## config.mk

```make
export PLATFORM = sky130hd
export DESIGN_NAME = adpcm_decoder_mc
export DESIGN_NICKNAME = d
export VERILOG_FILES = /design/src/rtl/adpcm_pkg.sv /design/src/rtl/adpcm_step_core.sv /design/src/rtl/adpcm_decoder_mc.sv
export SDC_FILE = /design/constraint.sdc
export NUM_CORES = 1
export LEC_CHECK = 0
export BUFFER_PORTS_ARGS = -buffer_cell sky130_fd_sc_hd__buf_2
export CAP_MARGIN = 20
export CORE_UTILIZATION = 45
export DETAILED_ROUTE_END_ITERATION = 16
export HOLD_SLACK_MARGIN = 0.05
export PLACE_DENSITY = 0.59
export REMOVE_ABC_BUFFERS = 1
export SYNTH_ARGS = -nofsm -noshare
export SYNTH_HDL_FRONTEND = slang
export SYNTH_HIERARCHICAL = 1
export SYNTH_SLANG_ARGS = --single-unit
```

## constraint.sdc

```tcl
create_clock -name clk -period 16.9 [get_ports clk]
set_input_delay 2.535 -clock clk [delete_from_list [all_inputs] [get_ports clk]]
set_output_delay 2.535 -clock clk [all_outputs]
set_load 0.02 [all_outputs]
```

## src/rtl/adpcm_pkg.sv

```systemverilog
// Shared IMA-ADPCM constants and per-channel state type (decoder and future encoder).
package adpcm_pkg;

   localparam int unsigned PRED_W  = 16;
   localparam int unsigned IDX_W   = 7;
   localparam int unsigned IDX_MAX = 88;
   localparam int          SAMPLE_MIN = -32768;
   localparam int          SAMPLE_MAX = 32767;

   // Standard 89-entry IMA step-size table
   localparam int unsigned STEP_TABLE [89] = '{
      7, 8, 9, 10, 11, 12, 13, 14, 16, 17,
      19, 21, 23, 25, 28, 31, 34, 37, 41, 45,
      50, 55, 60, 66, 73, 80, 88, 97, 107, 118,
      130, 143, 157, 173, 190, 209, 230, 253, 279, 307,
      337, 371, 408, 449, 494, 544, 598, 658, 724, 796,
      876, 963, 1060, 1166, 1282, 1411, 1552, 1707, 1878, 2066,
      2272, 2499, 2749, 3024, 3327, 3660, 4026, 4428, 4871, 5358,
      5894, 6484, 7132, 7845, 8630, 9493, 10442, 11487, 12635, 13899,
      15289, 16818, 18500, 20350, 22385, 24623, 27086, 29794, 32767
   };

   // Step-index adjustment indexed by code magnitude
   localparam int IDX_ADJ [8] = '{-1, -1, -1, -1, 2, 4, 6, 8};

   typedef struct packed {
      logic signed [PRED_W-1:0] pred;
      logic [IDX_W-1:0]         index;
   } chan_state_t;

endpackage

```

## src/rtl/adpcm_step_core.sv

```systemverilog
// Combinational IMA-ADPCM state update: one nibble applied to one channel state.
module adpcm_step_core
   import adpcm_pkg::*;
(
   input  chan_state_t state,
   input  logic [3:0]  code,
   output chan_state_t next
);

   logic [16:0]        step;
   logic [16:0]        diff;
   logic signed [17:0] sum;
   logic signed [7:0]  idx_sum;

   // Difference from step shifts, saturated predictor and clamped index
   always_comb begin
      step = 17'(STEP_TABLE[state.index]);
      diff = step >> 3;
      if (code[2]) diff = diff + step;
      if (code[1]) diff = diff + (step >> 1);
      if (code[0]) diff = diff + (step >> 2);

      if (code[3]) sum = 18'(state.pred) - $signed({1'b0, diff});
      else         sum = 18'(state.pred) + $signed({1'b0, diff});

      if (sum > 18'(SAMPLE_MAX))      next.pred = 16'sh7FFF;
      else if (sum < 18'(SAMPLE_MIN)) next.pred = 16'sh8000;
      else                            next.pred = sum[15:0];

      idx_sum = $signed({1'b0, state.index}) + 8'(IDX_ADJ[code[2:0]]);
      if (idx_sum < 8'sd0)                next.index = '0;
      else if (idx_sum > 8'(IDX_MAX))     next.index = 7'(IDX_MAX);
      else                                next.index = idx_sum[6:0];
   end

endmodule

```

## src/rtl/adpcm_decoder_mc.sv

```systemverilog
// Multi-channel two-stage IMA-ADPCM decoder with valid/ready on both sides.
module adpcm_decoder_mc
   import adpcm_pkg::*;
#(
   parameter int unsigned CHANNELS = 2,
   parameter int unsigned SAMPLE_W = PRED_W,
   localparam int unsigned CH_W = (CHANNELS > 1) ? $clog2(CHANNELS) : 1
) (
   input  logic                       clk,
   input  logic                       rst_n,
   input  logic                       in_valid,
   output logic                       in_ready,
   input  logic [CH_W-1:0]            in_ch,
   input  logic [3:0]                 in_code,
   input  logic                       init_valid,
   input  logic [CH_W-1:0]            init_ch,
   input  logic signed [SAMPLE_W-1:0] init_pred,
   input  logic [6:0]                 init_index,
   output logic                       out_valid,
   input  logic                       out_ready,
   output logic [CH_W-1:0]            out_ch,
   output logic signed [SAMPLE_W-1:0] out_sample
);

   chan_state_t      st_q [CHANNELS];
   logic             s1_valid;
   logic [CH_W-1:0]  s1_ch;
   logic [3:0]       s1_code;
   logic             out_adv;
   logic             s1_adv;
   logic             ch_ok;
   chan_state_t      cur_state;
   chan_state_t      nxt_state;
   chan_state_t      init_state;

   assign out_adv  = ~out_valid | out_ready;
   assign s1_adv   = s1_valid & out_adv;
   assign in_ready = (~s1_valid | out_adv) & ~init_valid;
   assign ch_ok    = 32'(s1_ch) < CHANNELS;
   assign cur_state = ch_ok ? st_q[s1_ch] : '0;

   assign init_state.pred  = init_pred;
   assign init_state.index = (init_index > 7'(IDX_MAX)) ? 7'(IDX_MAX) : init_index;

   adpcm_step_core u_core (
      .state (cur_state),
      .code  (s1_code),
      .next  (nxt_state)
   );

   // Channel state: header load takes priority over the S1 writeback
   always_ff @(posedge clk or negedge rst_n) begin
      if (!rst_n) begin
         for (int i = 0; i < int'(CHANNELS); i++) st_q[i] <= '0;
      end else begin
         for (int i = 0; i < int'(CHANNELS); i++) begin
            if (init_valid && int'(init_ch) == i)
               st_q[i] <= init_state;
            else if (s1_adv && ch_ok && int'(s1_ch) == i)
               st_q[i] <= nxt_state;
         end
      end
   end

   // Stage 1: capture accepted code and channel tag
   always_ff @(posedge clk or negedge rst_n) begin
      if (!rst_n) begin
         s1_valid <= 1'b0;
         s1_ch    <= '0;
         s1_code  <= '0;
      end else if (!s1_valid || out_adv) begin
         s1_valid <= in_valid & in_ready;
         if (in_valid && in_ready) begin
            s1_ch   <= in_ch;
            s1_code <= in_code;
         end
      end
   end

   // Output stage: register decoded sample, hold while stalled
   always_ff @(posedge clk or negedge rst_n) begin
      if (!rst_n) begin
         out_valid  <= 1'b0;
         out_ch     <= '0;
         out_sample <= '0;
      end else if (out_adv) begin
         out_valid <= s1_valid;
         if (s1_valid) begin
            out_ch     <= s1_ch;
            out_sample <= ch_ok ? nxt_state.pred : '0;
         end
      end
   end

endmodule

```

==> impl_metrics.ini <==
[status]
status = finished with violations
violations = DRC

[sta]
tns_ps = 0
slew_headroom = 0.237
setup-violations-final = 0
max_freq_mhz = 81.4
rsz0062_at_grt = false
finalCritPeriodShare = 0.727
worst_slack_ps = 4620
hold_viol = 0
holdWs_ps = 476
skew_ps = 7.30
final-max-slew-violation-count = 0
period_needed_ps = 12280
worst_pin_slew_ps = 1140

[synth]
ys_warn_count = 6
netlist_instances = 1263
ys_seq_elements = 70
yosys.area_share.simple = 0.219
synth_xor_area_frac = 0.0536
synthMuxAreaShare = 0.0701
avgSynthCellArea_um2 = 7.90
ys_seq_area_frac = 0.176
synth_top_family_by_area = compound AO/OA/AOI/OAI gates
synth-async-reset-ratio = 1.00
synthAdderAreaFrac = 0.107
synth-compound-area-share = 0.309
synth_cell_types = 105
netlist_area_um2 = 9970
synth_ff_type = dfrtp_1
synth_edf_count = 0

[setup_path]
required_ps = 17150
slowest_stage = a221oi_1
worst_setup_path_end_kind = register
cp-start-kind = register
crit_arrival_ps = 12530
path_buf_inv = 2
path_class = reg2reg
path_max_fanout = 19
cp_common_cell = ha_1
max_stage_delay_ps = 950
path_delay_family = compound AO/OA/AOI/OAI gates

[clock_network]
cts-root-buf = clkbuf_16
insertion_delay_ps = 340
post_cts_buffers = 0
cts_max_level = 3
cts_buffer_depth = 2
hold_buffers = 0
cts.sinks = 70
post_cts_resized = 0
cts_tree = yes
clkSlewWorstSetupHoldPaths_ps = 60
cts_buffers = 9

[global_route]
grt_usage = 0.265
antenna_found_initial = 0
grt_pass1_wl_um = 48300
grt_start_max_net_pins = 64
grt_pass1_vias = 8874
overflow = 0

[cells_and_area]
fin_nets = 1376
fin_util = 0.483
antenna_cells = 0
layout-drive-gt1-share = 0.149
nFillCells = 2176
syn2layout_area_growth_pct = 5.38

[job]
cap_violations = 0

[placement]
portBuffers = 52
gp_congestion = 0.978
hpwl_um = 21800
pre_cts_slack_ps = 4880

[route]
via_per_inst = 6.42
vias = 9921
ant_nets = 0
routedWlPerCell_um = 19.4
drt_wl_total_um = 29900
drt-pass1-iter-count = 11
drtIter0Drc = 791
drcViolationCount = 1

[floorplanning]
fp.dieH_um = 151
num_io_pins = 53
core_um2 = 21800
dieWidth_um = 151
num_rows = 54
die_area_um2 = 22800
initial_core_util = 0.458

[worst_hold_path]
min_path_type = reg2reg
worst paths after layout:
path / start / end / slack (ps) / depth (start not counted)
worst max-delay path: s1_ch$_DFFE_PN0P_ / st_q[32]$_DFFE_PN0P_ / 4620 / 41
worst min-delay path: out_ch$_DFFE_PN0P_ / out_ch$_DFFE_PN0P_ / 480 / 1
worst max register to register: s1_ch$_DFFE_PN0P_ / st_q[32]$_DFFE_PN0P_ / 4620 / 41
worst min register to register: out_ch$_DFFE_PN0P_ / out_ch$_DFFE_PN0P_ / 480 / 1
max in group asynchronous: rst_n / st_q[37]$_DFFE_PN0P_ / 13800 / 2
min in group asynchronous: rst_n / st_q[0]$_DFFE_PN0P_ / 2040 / 1
logic make-up after synthesis:
kind of cell | count (synthesis)
compound gates | 446
xor+xnor | 61
fa+ha+maj | 82
buf+inv | 127
flops | 70
mux | 60
simple gates | 417
cell type report:
cell class,count,area [um2],area share
Tap cell,280,350,0.0333
Clock inverter,7,73.8,0.00702
Clock buffer,9,225,0.0214
Multi-Input combinational cell,1066,7570,0.720
Inverter,47,176,0.0168
Timing Repair Buffer,66,365,0.0348
Sequential cell,70,1750,0.167
cell usage after synthesis, types with 6 or more instances:
cell        n  area [um2]
buf_6       8        90.1
buf_2      20         100
a22oi_1     6        45.0
nand3_2     7        70.1
a211oi_1   21         158
nor3b_1     8        60.1
o31ai_1     7        52.6
xnor2_1    36         315
a221oi_1    7        61.3
and3_1      7        43.8
and2_1      7        43.8
a21o_1     20         150
a31oi_1    50         313
a21oi_1    89         445
o21bai_1    7        52.6
nand4_1    16         100
or3_1       7        43.8
nor2_1    116         435
o221ai_1    9        78.8
xor2_1     25         219
nand3_1    51         255
clkbuf_1   30         113
inv_1      43         161
o21ai_0   102         510
mux2i_1     8        80.1
nor3_1     21         105
o41ai_2    10         163
o21a_1     17         128
mux2_2     48         541
a311oi_1    8        70.1
dfrtp_1    70        1750
ha_1       77         963
a211o_1     6        52.6
nand2_1    82         308
nand2b_1   29         181
buf_4      10        75.1
o211ai_1   20         150
nor4_1      9        56.3
nor2b_1    18         113
flip-flops by register name, summed over array words and instances (netlist names):
| name | flops |
|---|---|
| st_q | 46 |
| out_valid | 1 |
| s1_ch | 1 |
| out_sample | 16 |
| out_ch | 1 |
| s1_code | 4 |
| s1_valid | 1 |
metal layers:
metal,track usage,vias to the layer above,part of all wire
met5,0,-,0
met4,0.0825,0,0.023
met3,0.0259,52,0.068
met2,0.410,407,0.44
met1,0.385,4700,0.47
li1,-,4762,-
metrics by stage:
stage               instance area, um2  std cells
CTS                              10500       1545
detailed placement               10200       1529
global placement                 10200       1529
global route                     10500       1545
finish                           10500       1545
floorplan                         9490       1183
cells in the final DEF, fill, tap and decap left out, types with 8 or more instances in the layout:
cell type,instances
clkbuf_16,9
nand3_1,51
nand2b_1,29
o21a_1,17
inv_1,43
buf_4,14
nor4_1,9
dfrtp_1,70
mux2i_1,8
a311oi_1,8
nor3_1,21
xor2_1,25
o41ai_2,10
buf_2,52
o211ai_1,20
ha_1,77
nand4_1,16
a21o_1,20
o21ai_0,102
xnor2_1,36
o221ai_1,9
nor2_1,116
nand2_1,82
a31oi_1,50
nor2b_1,18
a211oi_1,21
mux2_2,48
a21oi_1,89
Power is not shown: default switching activity piles up to over one toggle a cycle in this logic, so the estimate is an artifact.
